--- config.mk ---
export PLATFORM = sky130hd
export DESIGN_NAME = kim_mux_nto1_pipe
export DESIGN_NICKNAME = d
export VERILOG_FILES = /design/src/rtl/kim_pip_pkg.sv /design/src/rtl/kim_skid_buf2.sv /design/src/rtl/kim_mux_nto1_pipe.sv
export SDC_FILE = /design/constraint.sdc
export NUM_CORES = 1
export LEC_CHECK = 0
export ABC_AREA = 0
export ABC_CLOCK_PERIOD_IN_PS = 4200
export CAP_MARGIN = 10
export CORE_AREA = 2 2 119 121
export CTS_CLUSTER_DIAMETER = 200
export DETAILED_ROUTE_END_ITERATION = 7
export DIE_AREA = 0 0 121 123
export GPL_TIMING_DRIVEN = 0
export PLACE_DENSITY = 0.66
export SETUP_SLACK_MARGIN = 0.1
export SLEW_MARGIN = 20
export SYNTH_ARGS = -nofsm -noshare
export SYNTH_HDL_FRONTEND = slang
export SYNTH_SLANG_ARGS = --single-unit
export TNS_END_PERCENT = 5
--- constraint.sdc ---
create_clock -name clk -period 4.2 [get_ports clk]
set_input_delay 0.84 -clock clk [delete_from_list [all_inputs] [get_ports clk]]
set_output_delay 0.84 -clock clk [all_outputs]
set_load 0.1 [all_outputs]
--- src/rtl/kim_pip_pkg.sv ---
// Shared types and helpers for the pipelined N-to-1 selector and its skid buffer.
package kim_pip_pkg;

    // Width of the saturating illegal-select counter, independent of the data path.
    localparam int ERR_CNT_WIDTH = 8;

    // Occupancy of the 2-entry skid buffer.
    typedef enum logic [1:0] {
        BUF_EMPTY = 2'd0,
        BUF_ONE   = 2'd1,
        BUF_TWO   = 2'd2
    } buf_state_t;

    // An index is legal when it addresses one of the populated inputs (unsigned compare).
    function automatic logic idx_legal(input logic [31:0] idx, input int unsigned count);
        return idx < count;
    endfunction

endpackage

--- src/rtl/kim_skid_buf2.sv ---
// Generic 2-entry valid/ready skid buffer. The main entry drives the output;
// the skid entry absorbs the one transfer that arrives while the consumer stalls.
// in_ready is registered so the upstream ready path carries no combinational
// dependency on out_ready.
module kim_skid_buf2
    import kim_pip_pkg::*;
#(
    parameter int WIDTH = 32
) (
    input  logic             clk,
    input  logic             rst_n,
    input  logic             in_valid,
    output logic             in_ready,
    input  logic [WIDTH-1:0] in_data,
    output logic             out_valid,
    input  logic             out_ready,
    output logic [WIDTH-1:0] out_data
);

    buf_state_t       state;
    buf_state_t       state_next;
    logic [WIDTH-1:0] main_data;
    logic [WIDTH-1:0] skid_data;
    logic             ready_reg;
    logic             push;
    logic             pop;
    logic             load_main_in;
    logic             load_main_skid;
    logic             load_skid;

    assign push = in_valid && ready_reg;
    assign pop  = (state != BUF_EMPTY) && out_ready;

    // Next-state and register-load decisions for the occupancy FSM.
    always_comb begin
        state_next     = state;
        load_main_in   = 1'b0;
        load_main_skid = 1'b0;
        load_skid      = 1'b0;
        case (state)
            BUF_EMPTY: begin
                if (push) begin
                    load_main_in = 1'b1;
                    state_next   = BUF_ONE;
                end
            end
            BUF_ONE: begin
                if (push && !pop) begin
                    load_skid  = 1'b1;
                    state_next = BUF_TWO;
                end else if (push && pop) begin
                    load_main_in = 1'b1;
                end else if (pop) begin
                    state_next = BUF_EMPTY;
                end
            end
            BUF_TWO: begin
                // in_ready is low here, so only a pop can happen.
                if (pop) begin
                    load_main_skid = 1'b1;
                    state_next     = BUF_ONE;
                end
            end
            default: begin
                state_next = BUF_EMPTY;
            end
        endcase
    end

    // Occupancy state and the registered ready (low exactly while full).
    always_ff @(posedge clk or negedge rst_n) begin
        if (!rst_n) begin
            state     <= BUF_EMPTY;
            ready_reg <= 1'b1;
        end else begin
            state     <= state_next;
            ready_reg <= (state_next != BUF_TWO);
        end
    end

    // Payload registers; cleared on reset so the output reads zero while idle.
    always_ff @(posedge clk or negedge rst_n) begin
        if (!rst_n) begin
            main_data <= '0;
            skid_data <= '0;
        end else begin
            if (load_main_in) begin
                main_data <= in_data;
            end else if (load_main_skid) begin
                main_data <= skid_data;
            end
            if (load_skid) begin
                skid_data <= in_data;
            end
        end
    end

    assign in_ready  = ready_reg;
    assign out_valid = (state != BUF_EMPTY);
    assign out_data  = main_data;

endmodule

--- src/rtl/kim_mux_nto1_pipe.sv ---
// Parametrised N-to-1 selector with a registered valid/ready stage.
// The select is resolved at the handshake (illegal indices fall back to the
// last legal result or zero), then the resolved word enters a 2-entry skid
// buffer so the select path is retimed without losing throughput.
// NUM_INPUTS is intended to lie in 2..16.
module kim_mux_nto1_pipe
    import kim_pip_pkg::*;
#(
    parameter  int MUX_DATA_WIDTH  = 32,
    parameter  int NUM_INPUTS      = 4,
    parameter  int HOLD_ON_INVALID = 1,
    localparam int SEL_WIDTH       = $clog2(NUM_INPUTS)
) (
    input  logic                                 clk,
    input  logic                                 rst_n,
    input  logic                                 in_valid,
    output logic                                 in_ready,
    input  logic [SEL_WIDTH-1:0]                 sel,
    input  logic [NUM_INPUTS*MUX_DATA_WIDTH-1:0] data_in,
    output logic                                 out_valid,
    input  logic                                 out_ready,
    output logic [MUX_DATA_WIDTH-1:0]            mux_out,
    output logic                                 sel_err,
    output logic [ERR_CNT_WIDTH-1:0]             err_cnt,
    input  logic                                 err_clr
);

    logic                      push;
    logic                      legal;
    logic [MUX_DATA_WIDTH-1:0] picked;
    logic [MUX_DATA_WIDTH-1:0] resolved;
    logic [MUX_DATA_WIDTH-1:0] last_good;

    assign push  = in_valid && in_ready;
    assign legal = idx_legal(32'(sel), NUM_INPUTS);

    // Select by comparing against every populated index so an out-of-range
    // sel never indexes past data_in and picked stays X-free.
    always_comb begin
        picked = '0;
        for (int k = 0; k < NUM_INPUTS; k++) begin
            if (sel == SEL_WIDTH'(k)) begin
                picked = data_in[k*MUX_DATA_WIDTH +: MUX_DATA_WIDTH];
            end
        end
    end

    // Illegal selects fall back to the last legal word or to zero.
    always_comb begin
        if (legal) begin
            resolved = picked;
        end else if (HOLD_ON_INVALID != 0) begin
            resolved = last_good;
        end else begin
            resolved = '0;
        end
    end

    // Remember the most recent legally selected word for hold-on-invalid.
    always_ff @(posedge clk or negedge rst_n) begin
        if (!rst_n) begin
            last_good <= '0;
        end else if (push && legal) begin
            last_good <= picked;
        end
    end

    // Pulse sel_err the cycle after an illegal select is accepted.
    always_ff @(posedge clk or negedge rst_n) begin
        if (!rst_n) begin
            sel_err <= 1'b0;
        end else begin
            sel_err <= push && !legal;
        end
    end

    // Saturating illegal-select counter; a clear wins over a same-cycle increment.
    always_ff @(posedge clk or negedge rst_n) begin
        if (!rst_n) begin
            err_cnt <= '0;
        end else if (err_clr) begin
            err_cnt <= '0;
        end else if (push && !legal && (err_cnt != '1)) begin
            err_cnt <= err_cnt + 1'b1;
        end
    end

    kim_skid_buf2 #(
        .WIDTH(MUX_DATA_WIDTH)
    ) u_skid (
        .clk      (clk),
        .rst_n    (rst_n),
        .in_valid (in_valid),
        .in_ready (in_ready),
        .in_data  (resolved),
        .out_valid(out_valid),
        .out_ready(out_ready),
        .out_data (mux_out)
    );

endmodule

Word-level counts from Yosys, hierarchy flattened
Index checks and enable logic that the tools add are counted.

Bits in registers: 67. Input bits: 135. Output and inout port bits: 43. Logic and storage cells: 39.

Equal/unequal tests: 6. Multiplexer cells: 20. Reduce and logical (&&, ||, !) cells: 9.

Operators with widths (number): 32-bit 2-to-1 mux (6); 2-bit 2-to-1 mux (5); 1-bit 2-to-1 mux (7); 2-bit == test, second input constant (3); 2-bit case mux with 3 select lines (1); 2-bit by 1-bit == test with 1-bit output, second input constant (2); 1-bit logical AND (4); 2-bit logical NOT (2); 2-bit nonzero test (2); 2-bit inequality test, second input constant (1); 1-bit case mux with 2 select lines (1); 1-bit logical NOT (1).

Longest topological paths before layout
Gate-level depths: netlist (run 1).

Depth after elaboration: 7. Gate-level depth with buffers: 5. Mapped depth without buffers: 3.

Hierarchy
From an unflattened synthesis (run 1), not the netlist that was laid out.

Cells, all modules: 236. Area, all modules: 3988.8 um^2.

Modules (own cells, without submodules): kim_skid_buf2 (times used 1, cells each 187, area an instance 3103.0 um^2); kim_mux_nto1_pipe (times used 1, cells each 49, area an instance 885.8 um^2).

Worst setup path after synthesis (run 1)
Ideal clock, no wire load.

Path type: register -> register. Start: reg u_skid.ready_reg, in the netlist u_skid.in_ready. End: reg u_skid.skid_data[10]. Setup time: 0.125 ns. Arrival time: 1.916 ns. Slack: 2.160 ns. Cell stages (with the launch flop): 5. Path buffers: 1. Path through: dfstp_2 -> nand2_1 -> nor3_4 -> buf_6 -> mux2_2.

Longest elaborated chain between the ends: 4.

Ends and longest elaborated chain: start: declaration (RTL line kim_skid_buf2.sv:24) `logic ready_reg;`; start signal: assignment (RTL line kim_skid_buf2.sv:77) `ready_reg <= (state_next != BUF_TWO);`; 1-bit logical AND (RTL line kim_skid_buf2.sv:31) `assign push = in_valid && ready_reg;`; 1-bit logical AND (RTL line kim_skid_buf2.sv:48) `if (push && !pop) begin`; 1-bit 2-to-1 mux (RTL line kim_skid_buf2.sv:48); 1-bit 2-to-1 mux (RTL line kim_skid_buf2.sv:40) `case (state)`; end signal: assignment (RTL line kim_skid_buf2.sv:93) `skid_data <= in_data;`; end: declaration (RTL line kim_skid_buf2.sv:23) `logic [WIDTH-1:0] skid_data;`.

No other way between the ends. A chain may end at the register's enable or synchronous reset.

Final worst setup path (run 1)
Start: reg u_skid.state[1]. End: out out_valid.

Longest elaborated chain between the ends: 1.

Ends and longest elaborated chain: start: declaration (RTL line kim_skid_buf2.sv:20) `buf_state_t state;`; start signal: assignment (RTL line kim_skid_buf2.sv:76) `state <= state_next;`; 2-bit nonzero test (RTL line kim_skid_buf2.sv:99) `assign out_valid = (state != BUF_EMPTY);`; end: declaration (RTL line kim_mux_nto1_pipe.sv:20) `output logic out_valid,`.

No other way between the ends.

==> results of run 1 <==
-- routing by layer --
layer	GRT usage [%]	part of all wire, %	vias to the layer above
li1	-	-	1271
met1	16.8	40	1360
met2	23.8	50	121
met3	4.84	9.1	9
met4	3.49	0.79	0
met5	0	0	-
-- worst max-delay path, delay by kind of cell, from the launching register on --
family                 cells  cell delay [ns]
and+or+nand+nor            1             0.17
DFF                        1             0.49
buffers and inverters      1             1.13
-- power groups by stage --
stage               clock network (mW)  logic [mW]  registers [mW]
floorplan                            0       0.841            2.28
detailed placement                   0        2.61            1.16
CTS                              0.797        2.62            1.15
global placement                     0        2.58            1.14
finish                           0.771        2.59            1.15
global route                     0.828        2.69            1.20
-- worst paths after layout --
path | end | cells after the start
worst max-delay path | out_valid | 2
worst min-delay path | u_skid.out_data[7] | 1
worst max register to register | u_skid.skid_data[17] | 4
worst min register to register | u_skid.skid_data[30] | 1
max in group asynchronous | u_skid.in_ready | 2
min in group clk | u_skid.skid_data[30] | 1
-- cell usage in the layout, fill, tap and decap left out --
master and n:
clkdlybuf4s50_1 165, dfrtp_1 66, mux2_2 48, mux4_2 32
mux2_4 29, buf_6 11, buf_4 11, and2_1 10
a221o_1 9, conb_1 9, clkbuf_16 9, clkbuf_1 4
clkbuf_8 3, or2_2 2, buf_1 2, and3b_1 2
nand2_1 1, nand2b_1 1, buf_2 1, xnor2_1 1
nand3b_4 1, o21ai_0 1, nor3_4 1, nor3b_1 1
nor2_1 1, clkbuf_2 1, a21oi_2 1, nand2_2 1
mux2_1 1, bufinv_16 1, buf_12 1, dfstp_2 1
-- flip-flops by register name, indices dropped and copies added (netlist names) --
register and cells:
u_skid.in_ready 1, u_skid.out_data 32, u_skid.state 2, u_skid.skid_data 32
-- cell type report --
class / count / area [µm²]
Clock buffer: 15 / 278
Timing Repair Buffer: 167 / 1680
Buffer: 26 / 220
Clock inverter: 1 / 30.0
Fill cell: 1274 / 7490
Sequential cell: 67 / 1680
Tap cell: 180 / 225
Multi-Input combinational cell: 152 / 2010
-- metrics by stage --
| stage | total power, mW | utilization, % | area [µm²] | setup WS [ns] | hold WS [ns] |
|---|---|---|---|---|---|
| after floorplan | 3.12 | - | 3910 | 2.16 | 0.449 |
| after global placement | 3.72 | 42.6 | 5800 | 0.131 | 0.459 |
| after detailed placement | 3.77 | 42.7 | 5810 | 1.27 | 0.468 |
| after CTS | 4.57 | 45.0 | 6120 | 1.23 | 0.438 |
| after global routing | 4.72 | 45.0 | 6120 | 1.19 | 0.449 |
| final | 4.51 | 45.0 | 6120 | 1.25 | 0.435 |
-- kinds of logic after synthesis --
family	count (synthesis)	share of synthesized area [%]
muxes	110	44.0
buffers and inverters	26	5.68
other	1	0.0967
AOI/OAI and AO/OA	11	2.68
and+or+nand+nor	21	4.03
xor gates and xnor gates	1	0.226
DFF	67	43.3
==> impl_metrics.toml, run 1 <==
[synth]
synth_common_cells = "66 x dfrtp_1, 48 x mux2_2, 32 x mux4_2"
synth.distinct_cells = 27
ys_seq_area_share_pct = 43.3
async_reset_ff_share_pct = 100
synth.most_common_cell = "dfrtp_1"
synth_top_area_share_pct = 42.6
ys_seq_elements = 67
synth_area_um2 = 3880
synth_edf_count = 0
synthFlopType = "dfrtp_1"
ys_warn_count = 0
yosys.area.top_type = "dfrtp_1"
syn_inst = 237
synthTopCellsByArea = "dfrtp_1 43%, mux4_2 19%, mux2_2 14%"
syn_area_per_cell_um2 = 16.4

[power_and_ir_drop]
power.clock.fraction_pct = 17.1
peakVddDrop_mv = 0.394
leakage_nw = 2.55
pwr-share-comb_pct = 57.5
netSwitchingPower_mw = 2.07
p_per_area_nw_per_um2 = 737
power_frac_seq_pct = 25.5
swShare_pct = 46.0
p_int_mw = 2.44

[sta]
finalCritPeriodShare_pct = 70.2
period_minus_slack_ns = 2.95
relSlewSlack_pct = 30.4
fmax_ghz = 0.339
hold_violations = 0
drv_slew = 0
tightest_slew_ns = 1.04
setup_viol = 0
final.setup.tns_ns = 0
rsz0062_at_grt = "no"
finClkSkew_ns = 0.00601

[flow_run]
maxCapViolations = 0

[placement]
io_buffers = 166
gp_congestion = 0.720
hpwl_um = 7930
dp.cells = 592

[route]
drtIter0Drc = 67
vias = 2761
ant_nets = 0
drc = 0
wire_per_inst_um = 16.7
via_per_inst = 4.54
routed_wl_um = 10200
drt_pass1_iterations = 3

[clocking]
cts_tree = "done"
worstSkewPairLatency_ns = 0.32
clkTransAtPathRegs_ns = 0.06
postCtsSetupBuffers = 0
clockBufferDepth = 2
cts.sinks = 67
ctsHoldBuffers = 0
cts_buffers = 9
htreeDepth = 3
root_buffer = "clkbuf_16"
cts-resized-gates = 0

[min_path]
min_path_type = "in -> async"

[finish]
drive_gt1_share_pct = 36.0
area_growth_pct = 57.8
diodes = 0
stdcell_count = 608
fin_nets = 558

[die]
die_h_um = 123
fp-row-count = 43
initial_core_util_pct = 28.5
dieWidth_um = 121
core_area_um2 = 13600
ios = 178
die-area_um2 = 14900

[critical_path]
required_ns = 3.36
worstSetupStartpointType = "flop"
reg2reg_from = "u_skid.in_ready"
cp-startpoint = "u_skid.state[1]"
cp.arrival_ns = 2.11
crit_path_max_fanout = 7
cpMaxStageDelayCell = "clkdlybuf4s50_1"
crit_path_end_kind = "output port"
max_stage_delay_ns = 1.13
worst-r2r-setup-slack_ns = 2.40
critPathKind = "reg -> out"
path_cells = "or2_2, clkdlybuf4s50_1"

[global_route]
grt.total_usage_pct = 13.9
gr-total-overflow = 0
grt_max_degree = 42
grt_pass1_wl_um = 15700
grt_pass1_vias = 3007
antenna_found_initial = 0

[run_status]
status = "completed"
No activity file was read; power rests on OpenSTA's default activity.
==> inputs of run 2 (changes only) <==
--- a/config.mk
+++ b/config.mk
@@ -6,14 +6,14 @@
 export NUM_CORES = 1
 export LEC_CHECK = 0
 export ABC_AREA = 0
-export ABC_CLOCK_PERIOD_IN_PS = 4200
+export ABC_CLOCK_PERIOD_IN_PS = 2650
 export CAP_MARGIN = 10
 export CORE_AREA = 2 2 119 121
 export CTS_CLUSTER_DIAMETER = 200
 export DETAILED_ROUTE_END_ITERATION = 7
 export DIE_AREA = 0 0 121 123
 export GPL_TIMING_DRIVEN = 0
-export PLACE_DENSITY = 0.66
+export PLACE_DENSITY = 0.68
 export SETUP_SLACK_MARGIN = 0.1
 export SLEW_MARGIN = 20
 export SYNTH_ARGS = -nofsm -noshare
==> constraint.sdc (replaced) <==
create_clock -name clk -period 2.65 [get_ports clk]
set_input_delay 0.53 -clock clk [delete_from_list [all_inputs] [get_ports clk]]
set_output_delay 0.53 -clock clk [all_outputs]
set_load 0.1 [all_outputs]
==> run 2 against run 1 <==
  * Via count rose by 2.2%
  * Power grew 56%
  * Clock power rose by 43%
  * Wire length up 0.43%
  * Sequential cell count unchanged
  * Final cell count is the same
  * Global-route usage is 0.21 points higher
  * First-iteration DRC count grew 4.5%
  * Utilization decreased by 0.13 points
  * Combinational power grew 59%
  * Sequential share of layout area is 0.079 points higher
  * Design area shrank 0.29%
==> impl_metrics.toml, run 2 (synthesis results as in run 1) <==
[run_status]
status = "completed"

[sta]
period_minus_slack_ns = 2.38
tightest_slew_ns = 1.02
hold_violations = 0
drv_slew = 0
fmax_ghz = 0.421
finClkSkew_ns = 0.00498
rsz0062_at_grt = "no"
finalCritPeriodShare_pct = 89.7
setup_viol = 0
final.setup.tns_ns = 0
relSlewSlack_pct = 31.5

[route]
ant_nets = 0
drc = 0
vias = 2823
routed_wl_um = 10200
wire_per_inst_um = 16.8
drtIter0Drc = 70
drt_pass1_iterations = 4
via_per_inst = 4.64

[critical_path]
worst-r2r-setup-slack_ns = 0.86
max_stage_delay_ns = 1.17
required_ns = 2.12
critPathKind = "reg -> out"
critical_path.top_delay_family = "buffers and inverters"
cp.arrival_ns = 1.85
crit_buf_inv = 1
worstSetupStartpointType = "flop"
cpMaxStageDelayCell = "clkdlybuf4s50_1"
crit_path_max_fanout = 2
crit_path_end_kind = "output port"
path_cells = "clkdlybuf4s50_1"

[placement]
gp_congestion = 0.733
dpl_cell_area_um2 = 5820
hpwl_um = 7960
io_buffers = 166
dp.cells = 592

[die]
fp-row-count = 43
ios = 178
dieWidth_um = 121
die-area_um2 = 14900
core_area_um2 = 13600
die_h_um = 123
initial_core_util_pct = 28.5

[clocking]
ctsHoldBuffers = 0
postCtsSetupBuffers = 0
clockBufferDepth = 2
cts.sinks = 67
worstSkewPairLatency_ns = 0.32
clkTransAtPathRegs_ns = 0.06
cts_tree = "done"
root_buffer = "clkbuf_16"
htreeDepth = 3
cts_buffers = 9

[finish]
seqCellArea_um2 = 1680
fin_nets = 558
stdcell_count = 608
final_cell_mix = "163 x clkdlybuf4s50_1, 66 x dfrtp_1, 48 x mux2_2"
final_util_pct = 44.8
final_common_cell = "clkdlybuf4s50_1"
area_growth_pct = 57.4
fillers = 1238
drive_gt1_share_pct = 36.4
diodes = 0
postLayoutCellArea_um2 = 6100
multiInputGateArea_um2 = 2010

[min_path]
min_path_type = "in -> async"

[global_route]
grt.total_usage_pct = 14.1
use_met2_pct = 25.2
grt.busiest_layer = "met2"
met1_usage_pct = 16.1
grt_pass1_wl_um = 15800
gr-total-overflow = 0
grt_max_degree = 46
grt_pass1_vias = 3154
grtUsageMet3_pct = 4.84
antenna_found_initial = 0

[power_and_ir_drop]
peakVddDrop_mv = 0.445
total_power_mw = 7.02
leakage_nw = 2.54
p_per_area_nw_per_um2 = 1150

[flow_run]
maxCapViolations = 0
[run 2: timing repair]
item / in CTS / in global routing
gates cloned: 0 / 0
setup endpoints to repair: 1 / 1
pin swaps: 0 / 0
resized for setup: 1 / 1
[run 2: area by class of cell]
type	count	area share (%)
Multi-Input combinational cell	152	32.9
Clock inverter	4	0.410
Tap cell	180	3.69
Clock buffer	12	4.20
Sequential cell	67	27.5
Buffer	26	3.61
Timing Repair Buffer	167	27.7
[run 2: through the flow]
stage / worst slack (ns) / hold slack (ns)
2_1_floorplan: 0.610 / 0.234
3_3_place_gp: -1.16 / 0.459
3_5_place_dp: -0.0399 / 0.454
4_1_cts: 0.106 / 0.0998
5_1_grt: 0.222 / 0.115
6_report: 0.273 / 0.101
[run 2: final timing paths]
check	start	to	cells past startpoint
max	u_skid.out_data[31]	mux_out[31]	1
min	rst_n	u_skid.out_data[7]	1
max reg2reg	u_skid.in_ready	u_skid.skid_data[20]	4
min reg2reg	u_skid.skid_data[30]	u_skid.skid_data[30]	1
max in group asynchronous	rst_n	u_skid.in_ready	2
min in group clk	u_skid.skid_data[30]	u_skid.skid_data[30]	1
[run 2: metal layers]
layer / wire [µm] / share of wire, %
met1: 3940 / 39
met2: 5220 / 51
met3: 895 / 8.8
met4: 147 / 1.4
met5: 0 / 0
[run 2: worst reg2reg max path, delay by kind of cell (launching register included)]
family	cells	cell delay, ns
buf+inv	1	0.24
flops	1	0.53
mux	1	0.35
simple gates	2	0.55
[run 2: report_power, final]
part / leakage (nW) / switching, mW / internal (mW)
sequential: 0.799 / 0.269 / 1.54
clock: 0.135 / 0.422 / 0.681
combinational: 1.61 / 2.60 / 1.51
